===== src/rtl/mio_bus_responder.sv =====
// mio_bus_responder: responder end of the CPU memory/IO handshake.
// Decodes the latched request address into the data RAM, the LED/switch
// port or a free-running counter, and answers with a one-cycle mio_ready.
//
// state    | meaning
// IDLE     | waiting for cpu_mio; latches the request when it arrives
// RAM_ACC  | one-cycle RAM strobe (ram_en high)
// RAM_WAIT | counting down RAM read latency, captures ram_rdata at terminal count
// IO_ACC   | one-cycle LED / counter / error access
// RESP     | mio_ready (and bus_err on unmapped access) high for one cycle
module mio_bus_responder #(
    parameter int RAM_AW  = 10,
    parameter int RAM_LAT = 1
) (
    input  logic              clk,
    input  logic              rst_n,
    input  logic              cpu_mio,
    input  logic              mem_w,
    input  logic [31:0]       cpu_addr,
    input  logic [31:0]       cpu_wdata,
    output logic [31:0]       cpu_rdata,
    output logic              mio_ready,
    output logic              bus_err,
    output logic              ram_en,
    output logic              ram_we,
    output logic [RAM_AW-1:0] ram_addr,
    output logic [31:0]       ram_wdata,
    input  logic [31:0]       ram_rdata,
    input  logic [15:0]       sw,
    output logic [15:0]       led
);

    localparam logic [31:0] LED_ADDR = 32'hF000_0000;
    localparam logic [31:0] CNT_ADDR = 32'hF000_0004;

    typedef enum logic [2:0] {IDLE, RAM_ACC, RAM_WAIT, IO_ACC, RESP} state_t;

    state_t      state;
    logic [31:2] lat_addr;
    logic [31:0] lat_wdata;
    logic        lat_we;
    logic [2:0]  wait_cnt;
    logic [31:0] counter;
    logic        sel_led;
    logic        sel_cnt;
    logic        unused_addr_bits;

    // Byte-lane bits are not used: every access is a full word.
    assign unused_addr_bits = ^cpu_addr[1:0];

    function automatic logic is_ram(input logic [31:2] a);
        return (a[31:28] == 4'h0) && ({6'b0, a[27:2]} < (32'd1 << RAM_AW));
    endfunction

    assign sel_led = (lat_addr == LED_ADDR[31:2]);
    assign sel_cnt = (lat_addr == CNT_ADDR[31:2]);

    // Free-running counter; a CPU write lands so that the following cycle
    // already shows wdata+1, keeping the count continuous across the write.
    always_ff @(posedge clk or negedge rst_n) begin
        if (!rst_n) begin
            counter <= '0;
        end else if (state == IO_ACC && lat_we && sel_cnt) begin
            counter <= lat_wdata + 32'd1;
        end else begin
            counter <= counter + 32'd1;
        end
    end

    // Handshake FSM with registered bus and RAM outputs.
    always_ff @(posedge clk or negedge rst_n) begin
        if (!rst_n) begin
            state     <= IDLE;
            lat_addr  <= '0;
            lat_wdata <= '0;
            lat_we    <= 1'b0;
            wait_cnt  <= '0;
            cpu_rdata <= '0;
            mio_ready <= 1'b0;
            bus_err   <= 1'b0;
            ram_en    <= 1'b0;
            ram_we    <= 1'b0;
            ram_addr  <= '0;
            ram_wdata <= '0;
            led       <= '0;
        end else begin
            mio_ready <= 1'b0;
            bus_err   <= 1'b0;
            ram_en    <= 1'b0;
            ram_we    <= 1'b0;
            case (state)
                IDLE: begin
                    if (cpu_mio) begin
                        lat_addr  <= cpu_addr[31:2];
                        lat_wdata <= cpu_wdata;
                        lat_we    <= mem_w;
                        if (is_ram(cpu_addr[31:2])) begin
                            ram_en    <= 1'b1;
                            ram_we    <= mem_w;
                            ram_addr  <= cpu_addr[RAM_AW+1:2];
                            ram_wdata <= cpu_wdata;
                            state     <= RAM_ACC;
                        end else begin
                            state <= IO_ACC;
                        end
                    end
                end
                RAM_ACC: begin
                    if (lat_we) begin
                        mio_ready <= 1'b1;
                        state     <= RESP;
                    end else begin
                        wait_cnt <= 3'(RAM_LAT);
                        state    <= RAM_WAIT;
                    end
                end
                RAM_WAIT: begin
                    wait_cnt <= wait_cnt - 3'd1;
                    if (wait_cnt == 3'd1) begin
                        cpu_rdata <= ram_rdata;
                        mio_ready <= 1'b1;
                        state     <= RESP;
                    end
                end
                IO_ACC: begin
                    if (sel_led) begin
                        if (lat_we) begin
                            led <= lat_wdata[15:0];
                        end else begin
                            cpu_rdata <= {16'h0000, sw};
                        end
                    end else if (sel_cnt) begin
                        if (!lat_we) begin
                            cpu_rdata <= counter;
                        end
                    end else begin
                        cpu_rdata <= '0;
                        bus_err   <= 1'b1;
                    end
                    mio_ready <= 1'b1;
                    state     <= RESP;
                end
                RESP: begin
                    state <= IDLE;
                end
                default: begin
                    state <= IDLE;
                end
            endcase
        end
    end

endmodule

===== config.mk =====
export PLATFORM = sky130hd
export DESIGN_NAME = mio_bus_responder
export DESIGN_NICKNAME = d
export VERILOG_FILES = /design/src/rtl/mio_bus_responder.sv
export SDC_FILE = /design/constraint.sdc
export NUM_CORES = 1
export LEC_CHECK = 0
export ABC_AREA = 1
export BUFFER_PORTS_ARGS = -buffer_cell sky130_fd_sc_hd__clkbuf_2
export CORE_MARGIN = 1.5
export CORE_UTILIZATION = 30
export DETAILED_ROUTE_END_ITERATION = 7
export GPL_TIMING_DRIVEN = 0
export PLACE_DENSITY = 0.5
export SYNTH_ARGS = -nofsm -noshare
export SYNTH_HDL_FRONTEND = slang
export SYNTH_SLANG_ARGS = --single-unit

===== constraint.sdc =====
create_clock -name clk -period 3.3 [get_ports clk]
set_input_delay 0.99 -clock clk [delete_from_list [all_inputs] [get_ports clk]]
set_output_delay 0.99 -clock clk [all_outputs]
set_load 0.01 [all_outputs]

# After elaboration in Yosys (flattened, before gate mapping)
# Cells that the tools add are included.
# totals
in_bits,116
ff_bits,195
elab_cells,68
output_inout_bits,94
# op_classes
n_lt_le_gt_ge,1
muxes,26
n_addsub,3
reduce_logical,13
n_eq_ne,11
# op_table
cell,n
$mux W32,6
$add A32 B1 Y32 const B,2
$pmux W32 S2,1
$eq A30 B30 Y1 const B,2
$lt A26 B11 Y1 const B,1
$mux W3,4
$pmux W3 S4,1
$mux W1,11
$eq A3 B1 Y1 const B,2
$eq A3 B2 Y1 const B,2
$ne A2 B2 Y1 const B,3
$ne A3 B3 Y1 const B,2
$pmux W3 S2,1
$reduce_and A2 Y1,3
$reduce_and A3 Y1,2
$logic_not A4 Y1,1
$reduce_and A4 Y1,1
$reduce_bool A2 Y1,2
$logic_and A1 B1 Y1,3
$logic_not A3 Y1,1
$pmux W1 S3,1
$sub A3 B1 Y3 const B,1
$mux W2,1

# Depth between registers and ports, before layout
# Gate-level depths: netlist of the first run.
# depth
word_depth,5
ltp_mapped,18
ltp_nobuf,18

# Least setup slack after synthesis of the first run
# Ideal clock, no wire load.
# synth_timing
path_kind,in2reg
from,in cpu_addr[22]
to,reg ram_addr[0]
setup_time_ns,0.066
required_time_ns,3.234
cell_stages,8
slack_ns,0.995
arrival_ns,2.240
path_cell_list,nor4_1 nand3_1 nor3b_1 nand2_1 inv_2 clkbuf_1 nand2_1 nand2_1
# synth_between
elab_chain_cells,3
# synth_rtl
item,line_no,text
start: declaration,19,"input logic [31:0] cpu_addr,"
$lt A26 B11 Y1,52,"return (a[31:28] == 4'h0) && ({6'b0, a[27:2]} < (32'd1 << RAM_AW));"
$logic_and A1 B1 Y1,52,
$reduce_and A3 Y1 (no line),-,
end signal: assignment,100,ram_addr <= cpu_addr[RAM_AW+1:2];
end: declaration,26,"output logic [RAM_AW-1:0] ram_addr,"
# No other way between the ends.
# A chain may end at the register's enable or synchronous reset.

# Worst setup path in the final report of the first run
# layout_timing
from,in cpu_addr[29]
to,reg ram_wdata[27]
# layout_between
elab_chain_cells,3
# layout_rtl
item,line_no,text
$logic_not A4 Y1,52,
$logic_and A1 B1 Y1,52,
$reduce_and A3 Y1 (no line),-,
end signal: assignment,101,ram_wdata <= cpu_wdata;
end: declaration,27,"output logic [31:0] ram_wdata,"
# No other way between the ends.

==> results.sh, run 1 <==
export IMPL_vias=7882
export IMPL_period_minus_slack_ns=2.95
export IMPL_coreArea_sq_mm=0.0305
export IMPL_finalCoreUtilization=0.377
export IMPL_power_leakage_nw=5.73
export IMPL_slew_headroom=0.495
export IMPL_skew_ns=0.0171
export IMPL_status="completed"
export IMPL_totalWireLength_um=27700
export IMPL_multi_input_comb_area_sq_mm=0.00391
export IMPL_port_buffers=207
export IMPL_period_share=0.895
export IMPL_grt_max_degree=81
export IMPL_p_per_area_mw_per_mm2=702
export IMPL_wl_per_cell_um=15.9
export IMPL_critPathSlowestCell="clkbuf_1"
export IMPL_cts_buffers_inserted=17
export IMPL_clk_latency_ns=0.45
export IMPL_chipWidth_um=179
export IMPL_finalPower_mw=8.08
export IMPL_rsz0062_at_grt="no"
export IMPL_setup_worst_path_start="cpu_addr[29]"
export IMPL_maxSlewViolCount=0
export IMPL_die_area_sq_mm=0.0320
export IMPL_die_h_um=179
export IMPL_cp_arrival_ns=3.33
export IMPL_hpwl_um=21600
export IMPL_route_detailed_drc=0
export IMPL_stdcell_count=1740
export IMPL_ys_seq_area_frac=0.526
export IMPL_ff2ff_setup_slack_ns=0.39
export IMPL_yosys_top_cells_area="dfrtp_1, nand2_1, o21ai_0"
export IMPL_syn_nets=1222
export IMPL_pin_count=210
export IMPL_hold_buffers=0
export IMPL_ys_seq_elements=195
export IMPL_dp_cells=1708
export IMPL_clock_sinks=195
export IMPL_syn_area_sq_mm=0.00928
export IMPL_swShare=0.364
export IMPL_fillers=3257
export IMPL_fin_tns_setup_ns=0
export IMPL_htreeDepth=4
export IMPL_synth_top_cell_area_share=0.526
export IMPL_cts_tree="built"
export IMPL_rr_worst_depth=17
export IMPL_yosys_area_top_type="dfrtp_1"
export IMPL_crit_type="input port to flop"
export IMPL_drt_first_pass_iters=5
export IMPL_final_net_count=1450
export IMPL_holdCritPathClass="input port to async pin"
export IMPL_path_cells="clkbuf_2 -> nor4_1 -> nand2_1 -> nor3b_1 -> nand2_1 -> inv_2 -> clkbuf_1 -> nand2_1 -> nand2_1"
export IMPL_worst_pin_slew_ns=0.754
export IMPL_drive_gt1_frac=0.261
export IMPL_place_area_sq_mm=0.0109
export IMPL_via_per_inst=4.53
export IMPL_grt_pass1_wl_um=43700
export IMPL_yosysWarnings=0
export IMPL_path_clk_slew_ns=0.08
export IMPL_root_buffer="clkbuf_16"
export IMPL_hold_viol=0
export IMPL_post_cts_buffers=0
export IMPL_setup_viol=0
export IMPL_final_common_cell="nand2_1"
export IMPL_r2r_end="counter[26]"
export IMPL_end_kind="flop"
export IMPL_grt_overflow=0
export IMPL_finish_instance_area_sq_mm=0.0115
export IMPL_peakVddDrop_uv=350
export IMPL_antenna_left=0
export IMPL_gp_congestion=0.909
export IMPL_regArea_sq_mm=0.00488
export IMPL_crit_top_cell="nand2_1"
export IMPL_path_max_fanout=10
export IMPL_initial_core_util=0.304
export IMPL_p_switching_mw=2.94
export IMPL_antenna_found_initial=0
export IMPL_drt_iter0_markers=498
export IMPL_grt_use_total=0.180
export IMPL_p_clk_frac=0.274
export IMPL_ys_types=37
export IMPL_syn_area_per_cell_sq_um=8.42
export IMPL_seq_power_share=0.422
export IMPL_cp_required_ns=3.68
export IMPL_internal_power_mw=5.14
export IMPL_cpPeakStageDelay_ns=0.54
export IMPL_fmax_mhz=339
export IMPL_placementRows=64
export IMPL_r2r_start="lat_addr[13]"
export IMPL_netlist_instances=1103
export IMPL_worstSetupEndpoint="ram_wdata[27]"
export IMPL_crit_path_start_kind="input port"
export IMPL_cap_violations=0
export IMPL_post_cts_resized_instances=0
export IMPL_p_comb_frac=0.304
export IMPL_grt_pass1_vias=7858
export IMPL_syn2layout_area_growth_pct=24.0
export IMPL_final_cell_mix="nand2_1, clkbuf_2, dfrtp_1, nor2_1, inv_1"
export IMPL_n_antenna_cell=0
export IMPL_cts_path_max_buffers=2
Yosys cell counts, drive strengths merged:
master,number
ha,3
inv,70
dfrtp,195
nand3,66
a2bb2oi,16
nand4,16
buf,24
nand2,450
nand3b,1
xor2,10
a21oi,17
nor2,91
clkbuf,22
nor3b,1
mux2,25
o211ai,16
xnor2,6
clkinv,1
o21ai,62
nor4,4
nor3,4
o22ai,2
o21ba,1
how the worst min path moves through the flow:
stage                             start             to  slack, ns  cells after the start
final                             rst_n   lat_addr[28]       0.47                      1
after detailed placement   ram_wdata[1]   ram_wdata[1]       0.46                      2
after global placement    ram_wdata[24]  ram_wdata[24]       0.46                      2
after floorplan            lat_addr[11]   lat_addr[11]       0.47                      2
after CTS                         rst_n   lat_addr[28]       0.47                      1
after global routing              rst_n   lat_addr[28]       0.48                      1
worst max-delay path: cells and delay by family:
family	cells	cell delay, ns
buffers and inverters	3	0.86
and+or+nand+nor	6	1.45
sequential cells by signal, indices dropped and copies added, names as in the netlist:
name and count:
ram_wdata 32, state 3, bus_err 1, ram_addr 10, cpu_rdata 32, wait_cnt 3, mio_ready 1, led 16
lat_wdata 32, ram_en 1, ram_we 1, lat_we 1, counter 32, lat_addr 30
routing by layer:
layer | GRT usage | part of all wire
met1 | 0.253 | 0.49
met2 | 0.278 | 0.44
met3 | 0.0424 | 0.054
met4 | 0.0465 | 0.013
met5 | 0 | 0
metrics by stage:
step	hold WS, ns	setup slack (ns)
after floorplan	0.468	0.995
after global placement	0.463	-2.83
after detailed placement	0.464	-0.0968
after CTS	0.468	0.352
after global routing	0.478	0.106
final	0.472	0.348
cells by family (layout without fill, tap and decap cells):
logic type               count (synthesis)  after routing  synth area share
flip-flops                             195            195             0.526
multiplexers                            25             25            0.0303
AND/OR/NAND/NOR                        633            633             0.298
adder cells (fa/ha/maj)                  3              3           0.00404
XOR/XNOR                                16             16            0.0151
buffers and inverters                  117            358            0.0532
AO/OA/AOI/OAI                          114            114            0.0735
power by group through the flow:
| stage | Combinational, mW | Clock [mW] | Sequential, mW |
|---|---|---|---|
| 2_1_floorplan | 1.59 | 0 | 3.45 |
| 3_3_place_gp | 2.45 | 0 | 3.45 |
| 3_5_place_dp | 2.50 | 0 | 3.46 |
| 4_1_cts | 2.51 | 2.29 | 3.41 |
| 5_1_grt | 2.83 | 2.37 | 3.49 |
| 6_report | 2.46 | 2.21 | 3.41 |
final cells by class:
class / instances / area share
well taps: 396 / 0.0430
repair buffers: 209 / 0.0956
flip-flops and latches: 195 / 0.424
clock buffers: 17 / 0.0370
multi-input cells: 791 / 0.340
clock inverters: 15 / 0.0179
plain buffers: 46 / 0.0198
inverters: 71 / 0.0232
No activity file was read; power rests on OpenSTA's default activity.
==> run 2, diff against run 1 <==
--- a/config.mk
+++ b/config.mk
@@ -8,10 +8,11 @@
 export ABC_AREA = 1
 export BUFFER_PORTS_ARGS = -buffer_cell sky130_fd_sc_hd__clkbuf_2
 export CORE_MARGIN = 1.5
-export CORE_UTILIZATION = 30
+export CORE_UTILIZATION = 54
+export CTS_CLUSTER_SIZE = 14
 export DETAILED_ROUTE_END_ITERATION = 7
 export GPL_TIMING_DRIVEN = 0
-export PLACE_DENSITY = 0.5
+export PLACE_DENSITY = 0.81
 export SYNTH_ARGS = -nofsm -noshare
 export SYNTH_HDL_FRONTEND = slang
 export SYNTH_SLANG_ARGS = --single-unit
==> constraint.sdc (replaced) <==
create_clock -name clk -period 3.3 [get_ports clk]
set_input_delay 0.33 -clock clk [delete_from_list [all_inputs] [get_ports clk]]
set_output_delay 0.33 -clock clk [all_outputs]
set_load 0.01 [all_outputs]
==> run 2 against run 1 <==
Effect of this change:
- die area fell by 44%
- register-to-register slack got worse by 0.03 ns
- non-clock buffer count did not move
- final cell count fell by 10%
- worst hold slack got worse by 0.37 ns
- via count rose by 4.8%
- final area fell by 2.3%
- count of clock-buffer cells in the layout rose by 1
- critical endpoint is now counter[26]
- highest routed layer unchanged
==> results.sh, run 2 (synthesis results as in run 1) <==
export IMPL_holdCritPathClass="input port to flop"
export IMPL_fin_hold_ws_ns=0.0983
export IMPL_chipWidth_um=134
export IMPL_die_h_um=134
export IMPL_via_per_inst=5.28
export IMPL_dp_slack_ns=0.421
export IMPL_hold_buffers=1
export IMPL_final_net_count=1450
export IMPL_power_leakage_nw=5.70
export IMPL_die_area_sq_mm=0.0180
export IMPL_status="completed"
export IMPL_crit_path_start_kind="flop"
export IMPL_peakVddDrop_uv=394
export IMPL_coreArea_sq_mm=0.0167
export IMPL_port_buffers=207
export IMPL_hold_viol=0
export IMPL_antenna_left=0
export IMPL_cts_path_max_buffers=2
export IMPL_grt_use_total=0.281
export IMPL_antenna_found_initial=0
export IMPL_end_kind="flop"
export IMPL_rsz0062_at_grt="no"
export IMPL_root_buffer="clkbuf_16"
export IMPL_skew_ns=0.0108
export IMPL_drt_iter0_markers=658
export IMPL_fmax_mhz=341
export IMPL_grt_overflow=0
export IMPL_cp_required_ns=3.63
export IMPL_clock_sinks=195
export IMPL_gp_congestion=0.925
export IMPL_vias=8257
export IMPL_drt_first_pass_iters=7
export IMPL_maxSlewViolCount=0
export IMPL_initial_core_util=0.556
export IMPL_crit_type="flop to flop"
export IMPL_p_per_area_mw_per_mm2=709
export IMPL_grt_pass1_vias=7850
export IMPL_cp_arrival_ns=3.27
export IMPL_grt_pass1_wl_um=39400
export IMPL_placementRows=47
export IMPL_cap_violations=0
export IMPL_wl_per_cell_um=15.6
export IMPL_cts_buffers_inserted=17
export IMPL_totalWireLength_um=24400
export IMPL_post_cts_resized_instances=0
export IMPL_hpwl_um=18900
export IMPL_finalPower_mw=7.97
export IMPL_final_cell_mix="nand2_1, clkbuf_2, dfrtp_1, nor2_1, inv_1"
export IMPL_post_cts_buffers=0
export IMPL_n_antenna_cell=0
export IMPL_path_max_fanout=8
export IMPL_htreeDepth=4
export IMPL_setup_viol=0
export IMPL_slew_headroom=0.554
export IMPL_syn2layout_area_growth_pct=21.1
export IMPL_path_clk_slew_ns=0.08
export IMPL_drive_gt1_frac=0.260
export IMPL_final_common_cell="nand2_1"
export IMPL_period_minus_slack_ns=2.94
export IMPL_route_detailed_drc=0
export IMPL_clk_latency_ns=0.44
export IMPL_cts_tree="built"
export IMPL_worst_pin_slew_ns=0.666
export IMPL_period_share=0.890
export IMPL_pin_count=210
export IMPL_fin_ws_ns=0.364
export IMPL_grt_max_degree=120
## run 2: changes by cell type in the layout (fill, tap and decap cells not counted), moves of 2 or more
| cell | delta |
|---|---|
| inv_8 | -5 |
| clkinv_8 | -4 |
| inv_6 | +3 |
| clkinv_4 | +2 |
## run 2: worst paths after layout
check | startpoint | to | slack [ns] | depth (start not counted)
max | lat_addr[9] | counter[26] | 0.36 | 17
min | cpu_wdata[23] | ram_wdata[23] | 0.1 | 3
max reg2reg | lat_addr[9] | counter[26] | 0.36 | 17
min reg2reg | ram_wdata[23] | ram_wdata[23] | 0.48 | 2
max in group asynchronous | rst_n | ram_wdata[9] | 1.87 | 3
min in group asynchronous | rst_n | ram_wdata[30] | 0.46 | 2
## run 2: cell type report
class	instances	area, sq um
Multi-Input combinational cell	791	3910
Inverter	71	267
Fill cell	1356	5460
Timing Repair Buffer	209	1080
Buffer	46	228
Clock buffer	18	429
Tap cell	220	275
Clock inverter	14	171
Sequential cell	195	4880
## run 2: layer usage
layer	global-route usage	part of all wire	vias up
met5	0	0	-
met4	0.0878	0.021	0
met3	0.0608	0.071	37
met2	0.442	0.46	338
met1	0.393	0.45	3873
li1	-	-	4009
## run 2: critical path: stages (launching register included)
cell,delay [ns]
dfrtp_1,0.39
nor2_1,0.12
nand2_1,0.11
nor2_1,0.13
nand2_1,0.14
nor2_4,0.20
nand2_1,0.28
nand2_1,0.16
o21ai_2,0.09
inv_1,0.15
ha_1,0.32
nand3_4,0.13
inv_2,0.10
nand2_2,0.11
nor2_2,0.21
nand2_1,0.09
nand2_1,0.06
nand2_1,0.05
## run 2: stage by stage
step	util	setup TNS [ns]	std cells	area (sq um)
finish	0.673	0	1564	11200
global route	0.673	0	1564	11200
CTS	0.673	0	1564	11200
detailed placement	0.637	0	1531	10600
global placement	0.634	-333.42	1530	10600
floorplan	-	0	1103	9280
## run 2: report_power, final
part,total [mW],switching (mW),internal [mW]
Combinational,2.46,1.46,0.996
Clock,2.11,0.966,1.14
Sequential,3.41,0.369,3.04
==> run 3, diff against run 2 <==
--- a/config.mk
+++ b/config.mk
@@ -5,7 +5,6 @@
 export SDC_FILE = /design/constraint.sdc
 export NUM_CORES = 1
 export LEC_CHECK = 0
-export ABC_AREA = 1
 export BUFFER_PORTS_ARGS = -buffer_cell sky130_fd_sc_hd__clkbuf_2
 export CORE_MARGIN = 1.5
 export CORE_UTILIZATION = 54
==> run 3 against run 2 <==
Effect of this change:
- the flow now finishes with violations (negative hold slack, negative setup slack)
- largest power group unchanged
- sequential cell count is the same
- power shrank 2.1%
- utilization grew 0.86 points
- critical path type unchanged
- die area shrank 3.0%
- final area shrank 0.51%
- critical path depth is the same
- final cell count shrank 21%
- register-to-register slack lost 0.43 ns
==> results.sh, run 3 <==
export IMPL_p_comb_frac=0.268
export IMPL_synth_compound_area_frac=0.0569
export IMPL_syn_nets=883
export IMPL_ff2ff_setup_slack_ns=-0.07
export IMPL_fmax_mhz=297
export IMPL_via_per_inst=5.56
export IMPL_route_met3_wl_um=1300
export IMPL_clock_sinks=195
export IMPL_cp_required_ns=3.62
export IMPL_highest_layer="met4"
export IMPL_clk_latency_ns=0.44
export IMPL_synth_top_cell_area_share=0.542
export IMPL_internal_power_mw=5.12
export IMPL_swShare=0.344
export IMPL_multi_input_comb_area_sq_mm=0.00405
export IMPL_wl_per_cell_um=17.9
export IMPL_slew_headroom=0.422
export IMPL_yosys_area_share_simple=0.119
export IMPL_netlist_instances=764
export IMPL_synth_fa_ha_area_frac=0.00417
export IMPL_finish_instance_area_sq_mm=0.0112
export IMPL_grt_max_degree=109
export IMPL_drt_met1_wl_um=9900
export IMPL_ys_seq_area_frac=0.542
export IMPL_place_area_sq_mm=0.0104
export IMPL_cp_arrival_ns=3.69
export IMPL_synth_async_reset_ratio=1.00
export IMPL_coreArea_sq_mm=0.0164
export IMPL_port_buffers=207
export IMPL_die_area_sq_mm=0.0174
export IMPL_drt_first_pass_iters=7
export IMPL_power_leakage_nw=5.21
export IMPL_ys_flop_type="dfrtp_1"
export IMPL_initial_core_util=0.548
export IMPL_syn_area_sq_mm=0.00899
export IMPL_wl_met2_um=10300
export IMPL_yosysWarnings=0
export IMPL_synthMuxAreaShare=0.208
export IMPL_grt_pass1_wl_um=36100
export IMPL_vias=6852
export IMPL_grt_pass1_vias=7000
export IMPL_synth_top_family_by_area="multiplexers"
export IMPL_yosysMostFrequentCell="dfrtp_1"
export IMPL_root_buffer="clkbuf_16"
export IMPL_crit_path_start_kind="flop"
export IMPL_period_minus_slack_ns=3.37
export IMPL_cts_path_max_buffers=2
export IMPL_final_net_count=1119
export IMPL_p_per_area_mw_per_mm2=698
export IMPL_pin_count=210
export IMPL_synthTopCellsByCount="dfrtp_1, mux2_2, nand2_1"
export IMPL_worst_pin_slew_ns=0.867
export IMPL_end_kind="flop"
export IMPL_cts_buffers_inserted=17
export IMPL_skew_ns=0.00928
export IMPL_cap_violations=0
export IMPL_p_switching_mw=2.68
export IMPL_violations="negative hold slack, negative setup slack"
export IMPL_path_clk_slew_ns=0.07
export IMPL_fillers=1244
export IMPL_maxSlewViolCount=0
export IMPL_chipWidth_um=132
export IMPL_crit_type="flop to flop"
export IMPL_yosys_area_top_type="dfrtp_1"
export IMPL_htreeDepth=4
export IMPL_synth_edf_count=0
export IMPL_peakVddDrop_uv=409
export IMPL_fin_tns_setup_ns=-0.145
export IMPL_hpwl_um=16300
export IMPL_final_common_cell="clkbuf_2"
export IMPL_ys_seq_elements=195
export IMPL_antenna_found_initial=0
export IMPL_holdCritPathClass="input port to async pin"
export IMPL_grt_overflow=0
export IMPL_finalPower_mw=7.81
export IMPL_fin_ws_ns=-0.0687
export IMPL_antenna_left=0
export IMPL_drt_iter0_markers=499
export IMPL_stdcell_count=1233
export IMPL_synth_xor_area_frac=0.0487
export IMPL_final_cell_mix="clkbuf_2, dfrtp_1, mux2_2, nand2_1, mux2i_1"
export IMPL_n_antenna_cell=0
export IMPL_p_clk_frac=0.270
export IMPL_syn2layout_area_growth_pct=24.3
export IMPL_fin_hold_ws_ns=-0.0163
export IMPL_seq_power_share=0.462
export IMPL_status="complete, but fails checks"
export IMPL_hold_viol=10
export IMPL_setup_viol=5
export IMPL_period_share=1.02
export IMPL_grt_use_total=0.262
export IMPL_regArea_sq_mm=0.00488
export IMPL_route_detailed_drc=0
export IMPL_hold_buffers=0
export IMPL_die_h_um=132
export IMPL_gp_congestion=0.893
export IMPL_cts_tree="built"
export IMPL_drive_gt1_frac=0.396
export IMPL_dp_cells=1192
export IMPL_placementRows=47
export IMPL_path_max_fanout=8
export IMPL_rsz0062_at_grt="yes"
export IMPL_syn_area_per_cell_sq_um=11.8
export IMPL_yosys_top_cells_area="dfrtp_1, mux2_2, mux2i_1"
export IMPL_totalWireLength_um=22000
export IMPL_ys_types=42
-- run 3: logic make-up after synthesis --
logic type                 Yosys count
AOI/OAI and AO/OA                   90
xor gates and xnor gates            50
adders and majority gates            3
buffers and inverters               45
DFF                                195
muxes                              171
and+or+nand+nor                    210
-- run 3: area by class of cell --
type,count,area share
clock buffers,17,0.0380
clock inverters,15,0.0158
multi-input cells,524,0.362
well taps,220,0.0246
inverters,6,0.00201
repair buffers,219,0.105
plain buffers,37,0.0156
flip-flops and latches,195,0.436
-- run 3: repair_timing --
item | CTS | global route
pin swaps | 6 | 6
setup buffers | 7 | 4
gates resized for setup | 6 | 13
setup endpoints to repair | 25 | 9
-- run 3: stage by stage --
stage / hold WS, ns / setup slack (ns) / util
2_1_floorplan: 0.0344 / -0.104 / -
3_3_place_gp: 0.463 / -1.75 / 0.633
3_5_place_dp: 0.471 / -0.921 / 0.635
4_1_cts: 0.0305 / -0.0333 / 0.677
5_1_grt: 0.0571 / -0.230 / 0.682
6_report: -0.0163 / -0.0687 / 0.682
-- run 3: final timing paths --
kind                               start             to  cells after the start
min in group clk                   mem_w         ram_we                      2
max reg2reg                  lat_addr[3]    counter[16]                     17
max                          lat_addr[3]    counter[16]                     17
max in group asynchronous          rst_n        led[13]                      2
min                                rst_n   cpu_rdata[9]                      1
min reg2reg                cpu_rdata[15]  cpu_rdata[15]                      2
-- run 3: power by group through the flow --
stage | Sequential [mW] | Combinational (mW) | Clock [mW]
after floorplan | 3.54 | 1.36 | 0
after global placement | 3.59 | 1.99 | 0
after detailed placement | 3.62 | 2.07 | 0
after CTS | 3.59 | 2.10 | 2.13
after global routing | 3.71 | 2.33 | 2.24
final | 3.61 | 2.09 | 2.11
-- run 3: per-layer routing --
layer,global-route usage,vias to the layer above
li1,-,3237
met1,0.370,3332
met2,0.402,241
met3,0.0531,42
met4,0.0981,0
met5,0,-
-- run 3: worst max-delay path, cell delays in order (launching register included) --
cell and delay [ns]:
dfrtp_1 0.41, nor4_4 0.32, nand4_1 0.14, buf_6 0.16
nor4_4 0.35, buf_6 0.17, buf_12 0.09, mux2_4 0.16
ha_4 0.20, nand3_4 0.10, nor3_4 0.24, nand4_1 0.16
mux2i_4 0.21, buf_12 0.14, buf_8 0.11, buf_4 0.11
nand2_1 0.06, xor2_1 0.15
